### src/rtl/bus_arbiter.sv
// Shared system-bus arbiter: 6502 core by default, MARIA DMA and the cart/RAM loader by request.
// The CPU is halted only at a bus-cycle boundary; every output is registered on sysclk.
module bus_arbiter #(
  parameter int unsigned SETTLE_CYC = 2,
  parameter int unsigned TURN_CYC   = 1,
  parameter int unsigned MAX_DMA    = 430
) (
  input  logic sysclk,
  input  logic RES_n,
  input  logic cpu_cyc_end,
  input  logic dma_req,
  input  logic dma_done,
  input  logic load_req,
  input  logic load_done,
  output logic halt_b,
  output logic drive_AB,
  output logic fast_clk_sel,
  output logic dma_gnt,
  output logic load_gnt,
  output logic dma_abort,
  output logic busy
);

  localparam logic [2:0] ST_CPU       = 3'd0;
  localparam logic [2:0] ST_WAIT_EDGE = 3'd1;
  localparam logic [2:0] ST_SETTLE    = 3'd2;
  localparam logic [2:0] ST_GRANT     = 3'd3;
  localparam logic [2:0] ST_RELEASE   = 3'd4;

  localparam logic OWN_DMA  = 1'b0;
  localparam logic OWN_LOAD = 1'b1;

  localparam logic [8:0] SETTLE_INIT = 9'(SETTLE_CYC - 1);
  localparam logic [8:0] TURN_INIT   = 9'(TURN_CYC - 1);
  localparam logic [8:0] DMA_LIMIT   = 9'(MAX_DMA - 1);

  logic [2:0] state;
  logic [8:0] cnt;
  logic       owner;
  logic       dma_rearm;

  logic       dma_q;
  logic       wait_owner;
  logic       wait_req;
  logic       grant_end;
  logic       abort_hit;

  always_comb begin
    dma_q      = dma_req & dma_rearm;
    wait_owner = owner;
    if (owner == OWN_LOAD && dma_q)
      wait_owner = OWN_DMA;
    wait_req   = (wait_owner == OWN_DMA) ? dma_req : load_req;
    abort_hit  = 1'b0;
    if (owner == OWN_DMA) begin
      // done (or request drop) outranks the limit, so no abort on a simultaneous done
      abort_hit = dma_req & ~dma_done & (cnt == DMA_LIMIT);
      grant_end = dma_done | ~dma_req | abort_hit;
    end else begin
      grant_end = load_done | ~load_req;
    end
  end

  always_ff @(posedge sysclk or negedge RES_n) begin
    if (!RES_n) begin
      state        <= ST_CPU;
      cnt          <= '0;
      owner        <= OWN_DMA;
      dma_rearm    <= 1'b1;
      halt_b       <= 1'b1;
      drive_AB     <= 1'b0;
      fast_clk_sel <= 1'b0;
      dma_gnt      <= 1'b0;
      load_gnt     <= 1'b0;
      dma_abort    <= 1'b0;
      busy         <= 1'b0;
    end else begin
      dma_abort <= 1'b0;
      case (state)
        ST_CPU: begin
          if (dma_q) begin
            owner <= OWN_DMA;
            state <= ST_WAIT_EDGE;
            busy  <= 1'b1;
          end else if (load_req) begin
            owner <= OWN_LOAD;
            state <= ST_WAIT_EDGE;
            busy  <= 1'b1;
          end
        end
        ST_WAIT_EDGE: begin
          owner <= wait_owner;
          if (!wait_req) begin
            state <= ST_CPU;
            busy  <= 1'b0;
          end else if (cpu_cyc_end) begin
            halt_b <= 1'b0;
            cnt    <= SETTLE_INIT;
            state  <= ST_SETTLE;
          end
        end
        ST_SETTLE: begin
          if (cnt == '0) begin
            dma_gnt      <= (owner == OWN_DMA);
            load_gnt     <= (owner == OWN_LOAD);
            drive_AB     <= 1'b1;
            fast_clk_sel <= 1'b1;
            state        <= ST_GRANT;
          end else begin
            cnt <= cnt - 9'd1;
          end
        end
        ST_GRANT: begin
          if (cnt != '1)
            cnt <= cnt + 9'd1;
          if (grant_end) begin
            dma_gnt      <= 1'b0;
            load_gnt     <= 1'b0;
            drive_AB     <= 1'b0;
            fast_clk_sel <= 1'b0;
            dma_abort    <= abort_hit;
            cnt          <= TURN_INIT;
            state        <= ST_RELEASE;
            if (owner == OWN_DMA)
              dma_rearm <= 1'b0;
          end
        end
        ST_RELEASE: begin
          if (cnt == '0) begin
            // a DMA request queued behind a loader burst keeps the CPU halted
            if (owner == OWN_LOAD && dma_q) begin
              owner <= OWN_DMA;
              cnt   <= SETTLE_INIT;
              state <= ST_SETTLE;
            end else begin
              halt_b <= 1'b1;
              busy   <= 1'b0;
              state  <= ST_CPU;
            end
          end else begin
            cnt <= cnt - 9'd1;
          end
        end
        default: begin
          state        <= ST_CPU;
          halt_b       <= 1'b1;
          drive_AB     <= 1'b0;
          fast_clk_sel <= 1'b0;
          dma_gnt      <= 1'b0;
          load_gnt     <= 1'b0;
          busy         <= 1'b0;
        end
      endcase
      // a low request re-arms DMA even on the cycle its grant ends
      if (!dma_req)
        dma_rearm <= 1'b1;
    end
  end

endmodule

### config.mk
export PLATFORM = sky130hd
export DESIGN_NAME = bus_arbiter
export DESIGN_NICKNAME = d
export VERILOG_FILES = /design/src/rtl/bus_arbiter.sv
export SDC_FILE = /design/constraint.sdc
export NUM_CORES = 1
export LEC_CHECK = 0
export ABC_AREA = 0
export CAP_MARGIN = 20
export CORE_ASPECT_RATIO = 1.75
export CORE_MARGIN = 4
export CORE_UTILIZATION = 60
export DETAILED_ROUTE_END_ITERATION = 7
export DONT_BUFFER_PORTS = 1
export PLACE_DENSITY = 0.78
export SLEW_MARGIN = 20
export SYNTH_ARGS = -nofsm -noshare
export SYNTH_HDL_FRONTEND = slang
export SYNTH_SLANG_ARGS = --single-unit
### constraint.sdc
create_clock -name sysclk -period 6.2 [get_ports sysclk]
set_input_delay 1.24 -clock sysclk [delete_from_list [all_inputs] [get_ports sysclk]]
set_output_delay 1.24 -clock sysclk [all_outputs]
set_load 0.1 [all_outputs]
==> results.json <==
{
  "status": "finished, final reports clean",
  "cts_resized": 0,
  "r2r_cells": 6,
  "syn-num-nets": 184,
  "p_leak_nw": 0.620,
  "wire_per_inst_um": 18.3,
  "async_flop_share_pct": 100,
  "grt.overflow.total": 0,
  "cts.sinks": 20,
  "fin_skew_ns": 0.00395,
  "avgViaCountPerCell": 7.22,
  "die_area_sq_um": 3350,
  "hold_buffers": 0,
  "hold_depth": 2,
  "grt_pass1_vias": 1325,
  "grt_pass1_wl_um": 5940,
  "hold_path.class": "flip-flop to flip-flop",
  "route.detailed.drc": 0,
  "drtIter0Drc": 76,
  "highest_layer": "met4",
  "synth_seq_cells": 20,
  "pre_cts_slack_ns": 3.20,
  "yosys.area.top_type_share_pct": 30.5,
  "worstPathMaxFanout": 21,
  "yosysUniqueCellTypes": 51,
  "synthTopCellsByArea": "dfrtp_1 (30%), a21oi_1 (5.1%), nor2_1 (4.6%), nand2_1 (4.1%), o21ai_0 (3.7%)",
  "port_buffers": 0,
  "wl_met3_um": 133,
  "drv_cap": 0,
  "num_rows": 23,
  "drive_gt1_share_pct": 9.58,
  "htree_levels": 1,
  "arrival_ns": 3.07,
  "cts_made_buffers": 3,
  "grt_start_max_net_pins": 22,
  "ys_warn_count": 0,
  "setup_viol": 0,
  "globalplace.congestion": 0.923,
  "period_minus_slack_ns": 2.92,
  "dr_wl_met2_um": 1910,
  "crit_path_start_kind": "flip-flop",
  "die_width_um": 45.5,
  "clk_path_buf_depth": 2,
  "area_delta_synth_final_pct": 1.19,
  "crit_type": "flip-flop to flip-flop",
  "synthesis.area_sq_um": 1480,
  "fin_ws_ns": 3.28,
  "period_share_pct": 47.0,
  "fmaxAchievable_mhz": 343,
  "setup_tns_ns": 0,
  "layout_commonest_cell": "nor2_1",
  "ys.flop_type": "dfrtp_1",
  "power_uw": 824,
  "worstPathRequired_ns": 6.35,
  "final_hold_viol_count": 0,
  "die_y_um": 73.7,
  "power_density_nw_per_um2": 551,
  "synth_top_area_cell": "dfrtp_1",
  "layout_common_cells": "nor2_1 (18), dfrtp_1 (17), nand2_1 (16), a21oi_1 (15), o21ai_0 (11)",
  "dpl.hpwl_um": 2620,
  "drv_slew": 0,
  "cts-root-buf": "clkbuf_8",
  "fill_cells": 184,
  "avgSynthCellArea_sq_um": 8.54,
  "num_io_pins": 14,
  "diodes": 0,
  "postCtsSetupRepairBufs": 0,
  "core_area_sq_um": 2330,
  "finish.utilization_pct": 64.1,
  "rsz0062_at_grt": "false",
  "synth_edf_count": 0,
  "peakVddDrop_v": 0.000258,
  "cts_tree": "built",
  "routed_wl_um": 3520,
  "grtUsageTotal_pct": 23.6,
  "start_util_pct": 63.4,
  "clock_latency_ns": 0.26,
  "first_pass_iters": 4,
  "tightestPinTransition_ns": 0.960,
  "syn_inst": 173,
  "seq_area_frac_synth_pct": 34.0,
  "clkTransAtPathRegs_ns": 0.07,
  "drtAntennaViolNets": 0,
  "endpoint_kind": "flip-flop",
  "layout.nets": 179,
  "drt-met1-wl_um": 1340,
  "antenna_found_initial": 0,
  "max_slew_margin_pct": 36.0,
  "route.vias.total": 1387
}
-- worst max-delay path: stages, from the launching register on --
cell	delay (ns)
dfrtp_1	0.60
or3b_2	0.61
nand2_1	0.25
a31oi_1	0.14
a211oi_2	0.74
o21ai_0	0.21
a32o_1	0.25
-- cell usage after synthesis (4+ instances only) --
| master | n |
|---|---|
| nand2_1 | 16 |
| inv_1 | 5 |
| o21ai_0 | 11 |
| o31ai_1 | 4 |
| dfrtp_1 | 18 |
| o22ai_1 | 6 |
| ha_1 | 4 |
| nor2_1 | 18 |
| a21oi_1 | 15 |
| clkbuf_1 | 7 |
| nor3_1 | 5 |
-- layout make-up --
| type | instances | area [sq um] | area share, % |
|---|---|---|---|
| inverters | 5 | 18.8 | 1.26 |
| clock buffers | 4 | 45.0 | 3.01 |
| multi-input cells | 137 | 888 | 59.4 |
| flip-flops and latches | 20 | 504 | 33.7 |
| repair buffers | 1 | 7.51 | 0.502 |
| well taps | 25 | 31.3 | 2.09 |
-- flip-flops by register name, summed over array words and instances (netlist names) --
register	cells
dma_abort	1
dma_gnt	1
busy	1
fast_clk_sel	1
owner	1
load_gnt	1
halt_b	1
dma_rearm	1
cnt	9
state	3
-- cells by family (layout without fill, tap and decap cells) --
kind of cell,Yosys count,in the layout,synth area share (%)
buffers and inverters,16,10,5.84
multiplexers,1,1,0.677
AO/OA/AOI/OAI,67,67,32.1
adder cells (fa/ha/maj),4,4,3.39
XOR/XNOR,1,1,0.593
AND/OR/NAND/NOR,64,64,23.4
flip-flops,20,20,34.0
-- metrics by stage --
| step | instance area [sq um] | hold slack [ns] | instances |
|---|---|---|---|
| floorplan | 1480 | 0.470 | 173 |
| finish | 1500 | 0.502 | 192 |
| global route | 1500 | 0.520 | 192 |
| detailed placement | 1450 | 0.495 | 188 |
| CTS | 1500 | 0.503 | 192 |
| global placement | 1450 | 0.492 | 188 |
-- worst paths after layout --
kind	from	to	slack, ns
min	dma_rearm	dma_rearm	0.50
max in group asynchronous	RES_n	halt_b	5.36
min in group asynchronous	RES_n	load_gnt	0.67
min reg2reg	dma_rearm	dma_rearm	0.50
max	state[0]	cnt[2]	3.28
max reg2reg	state[0]	cnt[2]	3.28
-- power breakdown --
| part | internal (mW) | switching, mW | total (mW) | leakage [nW] |
|---|---|---|---|---|
| Combinational | 0.151 | 0.215 | 0.366 | 0.340 |
| Sequential | 0.172 | 0.199 | 0.370 | 0.257 |
| Clock | 0.0457 | 0.0416 | 0.0873 | 0.0228 |
-- layer usage --
metal	vias up	GRT usage, %
met3	15	3.68
met4	0	11.7
met1	688	26.7
met5	-	0
met2	43	40.9
li1	641	-
No activity file was read; power rests on OpenSTA's default activity.
